==> src/rtl/tt_fifo_rr_scheduler.sv <==
// tt_fifo_rr_scheduler
//   Shares one FIFO between NUM_REQ producers and sequences its read side
//   toward a single valid/ready consumer.
//   Write side: round-robin arbiter, at most one grant per cycle, driving
//   fifo_wr_en / fifo_wr_data directly (combinational from req, ptr, full, ena).
//   Read side: IDLE/RD/HOLD FSM; issues fifo_rd_en, captures the registered
//   FIFO read data one cycle later and holds it in out_valid/out_data.
//
// Ports
//   clk, rst_n          clock, async active-low reset
//   ena                 low = no new grants, no new reads
//   req, req_data       producer requests; word i at [i*DATA_W +: DATA_W]
//   gnt                 one-hot grant (word written this cycle)
//   fifo_full/empty     FIFO status flags
//   fifo_wr_en/wr_data  FIFO write strobe (= |gnt) and granted word (0 if none)
//   fifo_rd_en          FIFO read strobe, data on fifo_rd_data next cycle
//   fifo_rd_data        FIFO registered read data
//   out_valid/out_data  held output word
//   out_ready           consumer accept
//   stall_cnt [7:0]     only with ARB_STATS_EN: saturating count of cycles
//                       where a request is blocked by fifo_full while ena

module tt_fifo_rr_scheduler_lane #(
  parameter int DATA_W = 4
) (
  input  logic              gnt,
  input  logic [DATA_W-1:0] data,
  output logic [DATA_W-1:0] data_q
);
  // Granted lane passes its word; others contribute zero to the OR-merge.
  assign data_q = gnt ? data : '0;
endmodule

module tt_fifo_rr_scheduler #(
  parameter int NUM_REQ = 4,
  parameter int DATA_W  = 4
) (
  input  logic                      clk,
  input  logic                      rst_n,
  input  logic                      ena,
  input  logic [NUM_REQ-1:0]        req,
  input  logic [NUM_REQ*DATA_W-1:0] req_data,
  output logic [NUM_REQ-1:0]        gnt,
  input  logic                      fifo_full,
  input  logic                      fifo_empty,
  output logic                      fifo_wr_en,
  output logic [DATA_W-1:0]         fifo_wr_data,
  output logic                      fifo_rd_en,
  input  logic [DATA_W-1:0]         fifo_rd_data,
  output logic                      out_valid,
  output logic [DATA_W-1:0]         out_data,
  input  logic                      out_ready
`ifdef ARB_STATS_EN
  ,
  output logic [7:0]                stall_cnt
`endif
);

  localparam int PW = (NUM_REQ > 1) ? $clog2(NUM_REQ) : 1;

  // ---------------- write arbiter ----------------
  logic [PW-1:0]                    ptr, ptr_nx;
  logic [NUM_REQ-1:0]               mask, req_hi, pick_hi, pick_lo;
  logic                             arb_en;
  logic [NUM_REQ-1:0][DATA_W-1:0]   data_v;
  logic [NUM_REQ-1:0][DATA_W-1:0]   lane_q;

  assign data_v = req_data;
  assign arb_en = rst_n && ena && !fifo_full;

  // Two-pass priority: lowest set bit at or above ptr, else lowest overall
  // (the wrap). x & -x isolates the lowest set bit.
  always_comb begin
    for (int i = 0; i < NUM_REQ; i++) mask[i] = (i >= int'(ptr));
    req_hi  = req & mask;
    pick_hi = req_hi & (~req_hi + NUM_REQ'(1));
    pick_lo = req & (~req + NUM_REQ'(1));
    gnt     = '0;
    if (arb_en) gnt = (|req_hi) ? pick_hi : pick_lo;
  end

  always_comb begin
    ptr_nx = ptr;
    for (int i = 0; i < NUM_REQ; i++)
      if (gnt[i]) ptr_nx = (i == NUM_REQ-1) ? '0 : PW'(i+1);
  end

  always_ff @(posedge clk or negedge rst_n)
    if (!rst_n) ptr <= '0;
    else        ptr <= ptr_nx;

  for (genvar g = 0; g < NUM_REQ; g++) begin : g_lane
    tt_fifo_rr_scheduler_lane #(.DATA_W(DATA_W)) u_lane (
      .gnt    (gnt[g]),
      .data   (data_v[g]),
      .data_q (lane_q[g])
    );
  end

  always_comb begin
    fifo_wr_data = '0;
    for (int i = 0; i < NUM_REQ; i++) fifo_wr_data = fifo_wr_data | lane_q[i];
  end

  assign fifo_wr_en = |gnt;

`ifdef ARB_STATS_EN
  always_ff @(posedge clk or negedge rst_n)
    if (!rst_n)
      stall_cnt <= '0;
    else if ((|req) && fifo_full && ena && (stall_cnt != 8'hFF))
      stall_cnt <= stall_cnt + 8'd1;
`endif

  // ---------------- read FSM ----------------
  typedef enum logic [1:0] {IDLE, RD, HOLD} rd_state_t;

  rd_state_t         state, state_nx;
  logic              ov_nx;
  logic [DATA_W-1:0] od_nx;

  always_ff @(posedge clk or negedge rst_n)
    if (!rst_n) begin
      state     <= IDLE;
      out_valid <= 1'b0;
      out_data  <= '0;
    end else begin
      state     <= state_nx;
      out_valid <= ov_nx;
      out_data  <= od_nx;
    end

  // RD is the cycle the FIFO presents the word requested last cycle; it
  // never issues a read, so ena dropping here just lets the word land.
  always_comb begin
    state_nx   = state;
    fifo_rd_en = 1'b0;
    ov_nx      = out_valid;
    od_nx      = out_data;
    if (rst_n) begin
      case (state)
        IDLE:
          if (ena && !fifo_empty) begin
            fifo_rd_en = 1'b1;
            state_nx   = RD;
          end
        RD: begin
          od_nx    = fifo_rd_data;
          ov_nx    = 1'b1;
          state_nx = HOLD;
        end
        HOLD:
          if (out_valid && out_ready) begin
            ov_nx = 1'b0;
            if (ena && !fifo_empty) begin
              fifo_rd_en = 1'b1;
              state_nx   = RD;
            end else begin
              state_nx = IDLE;
            end
          end
        default: state_nx = IDLE;
      endcase
    end
  end

endmodule

==> config.mk <==
export PLATFORM = sky130hd
export DESIGN_NAME = tt_fifo_rr_scheduler
export DESIGN_NICKNAME = d
export VERILOG_FILES = /design/src/rtl/tt_fifo_rr_scheduler.sv
export SDC_FILE = /design/constraint.sdc
export NUM_CORES = 1
export LEC_CHECK = 0
export ABC_AREA = 1
export CORE_UTILIZATION = 36
export DETAILED_ROUTE_END_ITERATION = 12
export PLACE_DENSITY_LB_ADDON = 0.3
export SYNTH_ARGS = -nofsm -noshare
export SYNTH_HDL_FRONTEND = slang
export SYNTH_HIERARCHICAL = 1
export SYNTH_SLANG_ARGS = --single-unit
==> constraint.sdc <==
create_clock -name clk -period 2.1 [get_ports clk]
set_input_delay 0.42 -clock clk [delete_from_list [all_inputs] [get_ports clk]]
set_output_delay 0.42 -clock clk [all_outputs]
set_load 0.01 [all_outputs]
Word level (Yosys, flattened, before mapping)
Cells that the tools add are included.

Register bits: 9. Output and inout bits: 15.

Reduce and logical (&&, ||, !) cells: 14. Equal/unequal tests: 4. Multiplexer cells: 20. Order comparisons: 3. Bitwise gates (word level): 8. Add/subtract/negate cells: 2.

Operators with widths (number): two-way mux 4 bit (6); AND 4 bit (3); two-way mux 2 bit (6); bitwise OR 4 bit (3); adder 4 x 1 -> 4 bit (second input constant) (2); NOT 4 bit (2); OR reduction 4 bit (2); one-hot mux 2 bit (3 select lines) (1); AND reduction 3 bit (2); two-way mux 1 bit (5); >= comparator 1 x 2 -> 1 bit (first input constant) (2); logical AND 1 bit (4); inequality test 2 bit (second input constant) (2); one-hot mux 1 bit (2 select lines) (2); nonzero test 4 bit (1); == test 2 x 1 -> 1 bit (second input constant) (1); == test 2 bit (second input constant) (1); >= comparator 2 bit (first input constant) (1); zero test 1 bit (2); zero test 2 bit (1); AND reduction 2 bit (1); nonzero test 2 bit (1).

Logic depth before layout (Yosys ltp)
Gate-level depths: netlist of run 1.

Word-level depth: 11. Depth in mapped cells: 11. Depth with buffers taken out: 11.

Modules after synthesis
Netlist of run 1, hierarchy kept.

Modules (own cells, without submodules): tt_fifo_rr_scheduler (area each 624.3 um^2, times used 1, seq. area each 225.2 um^2, cells an instance 93); tt_fifo_rr_scheduler_lane (area each 30.0 um^2, times used 4, seq. area each 0.0 um^2, cells an instance 8).

Worst setup path before layout of run 1
No wires, ideal clock.

Path type: register to output. From: register ptr[1]. To: output port fifo_wr_data[0]. Path slack: 0.049 ns. Buffers on the path: 0. Required time: 1.680 ns. Arrival time: 1.631 ns. Cell stages (with the launch flop): 12. Path through: dfrtp_1 inv_1 nand2_1 nand2_2 inv_2 nand3_1 nand2_1 nand2_1 inv_1 nand2_1 inv_1 or4_1.

RTL lines: start: declaration (RTL line 62) `logic [PW-1:0] ptr, ptr_nx;`; start signal: assignment (RTL line 90) `else ptr <= ptr_nx;`; end: declaration (RTL line 47) `output logic [DATA_W-1:0] fifo_wr_data,`.

==> impl_metrics.env, run 1 <==
export IMPL_status="complete, but fails checks"
export IMPL_violations="setup timing"
export IMPL_initial_utilization_pct=37.9
export IMPL_synth_cell_types=20
export IMPL_stdcell_count=231
export IMPL_ys_flop_type="dfrtp_1"
export IMPL_powerDensity_nw_per_um2=869
export IMPL_syn_area_um2=744
export IMPL_fillerInstances=137
export IMPL_start_kind="flop"
export IMPL_vdd_ir_drop_max_uv=914
export IMPL_endpoint_kind="output pin"
export IMPL_vias=1061
export IMPL_critPathSlowestCell="or4_1"
export IMPL_post_place_cells=210
export IMPL_yosysMostFrequentCell="nand2_1"
export IMPL_drt_pass1_iter_count=4
export IMPL_avgSynthCellArea_um2=5.96
export IMPL_htree_levels=1
export IMPL_clock_skew_ps=0.828
export IMPL_cp_cell_sequence="nand2_2 -> nand2_4 -> nand2_4 -> buf_6 -> buf_6 -> nor2_2 -> nand2_2 -> inv_4 -> nand2_2 -> inv_1 -> or4_1 -> buf_2"
export IMPL_max_cap_violations=0
export IMPL_cp_required_ps=1680
export IMPL_core_um2=1960
export IMPL_fin_nets=235
export IMPL_synth_warnings=6
export IMPL_die_w_um=47.5
export IMPL_grt_max_degree=13
export IMPL_worst_setup_path_type="flop to output pin"
export IMPL_synth_edf_count=0
export IMPL_die_h_um=47.5
export IMPL_slew_viol_final=0
export IMPL_crit_family="simple AND/OR/NAND/NOR gates"
export IMPL_crit_arrival_ps=2050
export IMPL_viasPerCell=4.59
export IMPL_critPathBufInv=5
export IMPL_hold_class="input pin to async pin"
export IMPL_syn_to_final_growth_pct=112
export IMPL_path_max_fanout=5
export IMPL_fp_row_count=16
export IMPL_track_usage_pct=25.7
export IMPL_wl_per_cell_um=12.5
export IMPL_totalWireLength_um=2890
export IMPL_ys_ff_latch=9
export IMPL_hold_violations=0
export IMPL_yosysSeqAreaShare_pct=30.3
export IMPL_hold_ws_ps=237
export IMPL_drive_above_1_share_pct=38.7
export IMPL_antenna_found_initial=0
export IMPL_synth_area_leaders="dfrtp_1 30%, nand2_1 23%, inv_1 15%"
export IMPL_post_place_ws_ps=-875
export IMPL_power_leakage_uw=0.000973
export IMPL_max_freq_ghz=0.405
export IMPL_drt_initial_drc_count=15
export IMPL_syn_nets=155
export IMPL_synthArstFlopShare_pct=100
export IMPL_relSlewSlack_pct=77.7
export IMPL_final_setup_viol_count=5
export IMPL_antenna_left=0
export IMPL_synth_top_area_cell="dfrtp_1"
export IMPL_routabilityCongestion=0.714
export IMPL_io_pins=45
export IMPL_fin_crit_sh_pct=117
export IMPL_clock_sinks=9
export IMPL_rsz0062_at_grt="yes"
export IMPL_gr_total_overflow=0
export IMPL_synthTopCellsByCount="46 x nand2_1, 30 x inv_1, 9 x dfrtp_1"
export IMPL_period_needed_ps=2470
export IMPL_cpPeakStageDelay_ps=480
export IMPL_crit_path_frequent_cell="nand2_2"
export IMPL_grt_pass1_wl_um=4000
export IMPL_cts_buffers=3
export IMPL_insertion_delay_ps=250
export IMPL_diodes=0
export IMPL_dieArea_um2=2250
export IMPL_syn_inst=125
export IMPL_synth_top_area_share_pct=30.3
export IMPL_drc=0
export IMPL_clockBufferDepth=2
export IMPL_grt_pass1_vias=1029
export IMPL_finish_utilization_pct=80.5
export IMPL_cts_tree="yes"
export IMPL_setup_ws_ps=-367
export IMPL_worst_slew_pin_slew_ps=335
export IMPL_cts_root_buf="clkbuf_4"
export IMPL_numPortBuffers=44
export IMPL_hold_buffers=0
export IMPL_place_hpwl_um=1820
export IMPL_clk_pin_slew_ps=60
[path summary, 6_finish.rpt]
check / startpoint / endpoint / slack [ps] / cells after the start
setup / recovery: ptr[1]$_DFFE_PN0P_ / fifo_wr_data[0] / -370 / 12
hold / removal: rst_n / state[0]$_DFFE_PN0P_ / 240 / 2
setup reg to reg: ptr[1]$_DFFE_PN0P_ / ptr[1]$_DFFE_PN0P_ / 160 / 14
hold reg to reg: out_data[0]$_DFFE_PN0P_ / out_data[0]$_DFFE_PN0P_ / 480 / 2
max in group asynchronous: rst_n / ptr[1]$_DFFE_PN0P_ / 1700 / 2
min in group clk: out_data[0]$_DFFE_PN0P_ / out_data[0]$_DFFE_PN0P_ / 480 / 2
[layout by cell type, fill, tap and decap left out, drive strengths merged]
cell type      instances
a21oi                  4
buf                   36
clkbuf                 6
clkdlybuf4s15          1
clkdlybuf4s50         27
clkinv                 1
dfrtp                  9
dlygate4sd2            8
dlymetal6s2s           1
inv                   32
nand2                 51
nand3                  9
nand3b                 1
nand4                  1
nor2                   8
o21ai                  2
o21bai                 1
o22ai                  1
or2                    1
or4                    4
[state kept, by name, summed over array words and instances (netlist names)]
name       count
out_data       4
ptr            2
state          2
out_valid      1
[cell families after synthesis]
| logic type | synth area share, % |
|---|---|
| flops | 30.3 |
| buf+inv | 16.6 |
| compound gates | 6.89 |
| simple gates | 46.2 |
[layer usage]
metal	GRT usage (%)	routed length, um
met5	0	0
met4	8.00	38
met1	24.1	1050
met3	6.04	109
met2	53.2	1700
[final cells by class]
| class | count | area [um^2] | share of cell area [%] |
|---|---|---|---|
| inverters | 33 | 130 | 8.23 |
| well taps | 27 | 33.8 | 2.14 |
| clock buffers | 4 | 26.3 | 1.66 |
| repair buffers | 75 | 692 | 43.8 |
| flip-flops and latches | 9 | 228 | 14.4 |
| multi-input cells | 83 | 470 | 29.8 |
[where the power goes]
part / switching, uW / internal (uW)
registers: 69.2 / 252
clock network: 56.0 / 72.9
logic: 380 / 544
[metrics by stage]
stage / total power (uW) / setup TNS [ps] / cell area [um^2]
2_1_floorplan: 557 / 0 / 744
3_3_place_gp: 850 / -5630 / 1320
3_5_place_dp: 868 / -5970 / 1320
4_1_cts: 1280 / -1380 / 1520
5_1_grt: 1460 / -1980 / 1580
6_report: 1370 / -1500 / 1580
[timing repair]
item                                    in CTS  in global routing
resized for setup                           57                 27
pin swaps                                    4                 11
setup buffers                               17                  4
hold endpoints to repair                     0                  0
endpoints found under the setup margin      10                 10
(Power assumes the default switching activity.)
==> run 2, diff against run 1 <==
--- a/config.mk
+++ b/config.mk
@@ -6,8 +6,11 @@
 export NUM_CORES = 1
 export LEC_CHECK = 0
 export ABC_AREA = 1
-export CORE_UTILIZATION = 36
+export CELL_PAD_IN_SITES_DETAIL_PLACEMENT = 1
+export CELL_PAD_IN_SITES_GLOBAL_PLACEMENT = 2
+export CORE_UTILIZATION = 28
 export DETAILED_ROUTE_END_ITERATION = 12
+export DONT_BUFFER_PORTS = 1
 export PLACE_DENSITY_LB_ADDON = 0.3
 export SYNTH_ARGS = -nofsm -noshare
 export SYNTH_HDL_FRONTEND = slang
==> run 2 against run 1 <==
The run still ends with setup timing left. Final cell count decreased by 23%. Sequential power increased by 6.9%. Hold slack improved by 33 ps. Register-to-register slack improved by 320 ps. Die area increased by 27%. First-iteration DRC count decreased by 73%. Routed wire length decreased by 26%. Largest cell class is now multi-input combinational cells.
==> impl_metrics.env, run 2 (synthesis results as in run 1) <==
export IMPL_viasPerCell=4.66
export IMPL_start_kind="flop"
export IMPL_drt_initial_drc_count=4
export IMPL_worst_slew_pin_slew_ps=425
export IMPL_final_cell_mix="37 x nand2_1, 23 x inv_1, 16 x buf_4, 13 x nand2_2, 8 x dfrtp_1"
export IMPL_diodes=0
export IMPL_drt_pass1_iter_count=4
export IMPL_placed_area_um2=842
export IMPL_post_place_ws_ps=-44.9
export IMPL_vias=825
export IMPL_syn_to_final_growth_pct=37.8
export IMPL_initial_utilization_pct=29.8
export IMPL_core_um2=2500
export IMPL_crit_family="simple AND/OR/NAND/NOR gates"
export IMPL_fp_row_count=18
export IMPL_rsz0062_at_grt="yes"
export IMPL_htree_levels=1
export IMPL_clockBufferDepth=2
export IMPL_antenna_found_initial=0
export IMPL_max_cap_violations=0
export IMPL_cp_cell_sequence="buf_4 -> nor2_2 -> a21oi_1 -> nand3_1 -> inv_1 -> nand2_1 -> inv_1 -> or4_4"
export IMPL_setup_ws_ps=-202
export IMPL_fin_nets=178
export IMPL_cpPeakStageDelay_ps=520
export IMPL_endpoint_kind="output pin"
export IMPL_crit_path_frequent_cell="inv_1"
export IMPL_totalWireLength_um=2130
export IMPL_drc=0
export IMPL_largest_reg_flops=4
export IMPL_antenna_left=0
export IMPL_rrSetupSlack_ps=480
export IMPL_drive_above_1_share_pct=39.5
export IMPL_tns_ps=-733
export IMPL_cts_root_buf="clkbuf_4"
export IMPL_highest_layer="met4"
export IMPL_power_leakage_uw=0.000674
export IMPL_relSlewSlack_pct=71.6
export IMPL_die_h_um=53.6
export IMPL_regMostFlops="out_data"
export IMPL_clk_pin_slew_ps=60
export IMPL_post_place_cells=163
export IMPL_crit_arrival_ps=1880
export IMPL_cts_buffers=3
export IMPL_die_w_um=53.6
export IMPL_top_regs="out_data: 4 flops, ptr: 2 flops, state: 2 flops"
export IMPL_max_freq_ghz=0.434
export IMPL_dieArea_um2=2870
export IMPL_io_pins=45
export IMPL_place_hpwl_um=1620
export IMPL_stdcell_count=177
export IMPL_period_needed_ps=2300
export IMPL_grt_max_degree=10
export IMPL_vdd_ir_drop_max_uv=611
export IMPL_routed_wl_met3_um=79
export IMPL_status="complete, but fails checks"
export IMPL_critPathSlowestCell="or4_4"
export IMPL_grt_pass1_vias=777
export IMPL_powerDensity_nw_per_um2=917
export IMPL_cts_tree="yes"
export IMPL_dr_wl_met2_um=1150
export IMPL_hold_class="input pin to flop"
export IMPL_stdcell_area_um2=1030
export IMPL_critPathBufInv=3
export IMPL_finalPower_uw=941
export IMPL_clock_sinks=9
export IMPL_numPortBuffers=0
export IMPL_insertion_delay_ps=260
export IMPL_track_usage_pct=15.3
export IMPL_wl_per_cell_um=12.0
export IMPL_layout_commonest_cell="nand2_1"
export IMPL_hold_violations=0
export IMPL_slew_viol_final=0
export IMPL_gr_total_overflow=0
export IMPL_path_max_fanout=5
export IMPL_cp_required_ps=1680
export IMPL_final_setup_viol_count=4
export IMPL_worst_setup_path_type="flop to output pin"
export IMPL_fin_crit_sh_pct=110
export IMPL_violations="setup timing"
export IMPL_grt_pass1_wl_um=3130
export IMPL_clock_skew_ps=8.95
export IMPL_routabilityCongestion=0.741
export IMPL_met1_length_um=882
[run 2: per-stage QoR]
| stage | hold WS (ps) | util (%) |
|---|---|---|
| 2_1_floorplan | 124 | - |
| 3_3_place_gp | 125 | 33.7 |
| 3_5_place_dp | 125 | 33.7 |
| 4_1_cts | 263 | 37.8 |
| 5_1_grt | 260 | 41.0 |
| 6_report | 269 | 41.0 |
[run 2: what timing repair did]
action / 4_1_cts / 5_1_grt
hold endpoints to repair: 9 / 0
resized for setup: 13 / 18
hold buffers: 1 / 0
pin swaps: 7 / 10
setup endpoints to repair: 4 / 5
cloned: 0 / 0
setup buffers: 5 / 4
[run 2: power by group]
part / leakage, uW / internal [uW] / switching, uW
clock: 0.0000177 / 70.1 / 62.2
sequential: 0.000110 / 249 / 94.0
combinational: 0.000546 / 227 / 239
total: 0.000674 / 546 / 395
[run 2: worst paths after layout]
kind / from / end / cells past startpoint
worst min-delay path: rst_n / state[0]$_DFFE_PN0P_ / 1
worst min register to register: out_data[2]$_DFFE_PN0P_ / out_data[2]$_DFFE_PN0P_ / 2
min in group asynchronous: rst_n / out_data[3]$_DFFE_PN0P_ / 1
max in group asynchronous: rst_n / ptr[1]$_DFFE_PN0P_ / 1
worst max-delay path: ptr[1]$_DFFE_PN0P_ / fifo_wr_data[1] / 8
worst max register to register: ptr[0]$_DFFE_PN0P_ / ptr[0]$_DFFE_PN0P_ / 12
[run 2: layout make-up]
cell class,instances,area [um^2]
Clock buffer,3,22.5
Clock inverter,1,5.00
Fill cell,336,1470
Inverter,33,131
Multi-Input combinational cell,83,462
Sequential cell,9,226
Tap cell,30,37.5
Timing Repair Buffer,18,141
[run 2: routing by layer]
metal / GRT usage, % / vias up
met5: 0 / -
met4: 2.63 / 0
met3: 4.80 / 2
met2: 27.1 / 20
met1: 18.1 / 383
li1: - / 420
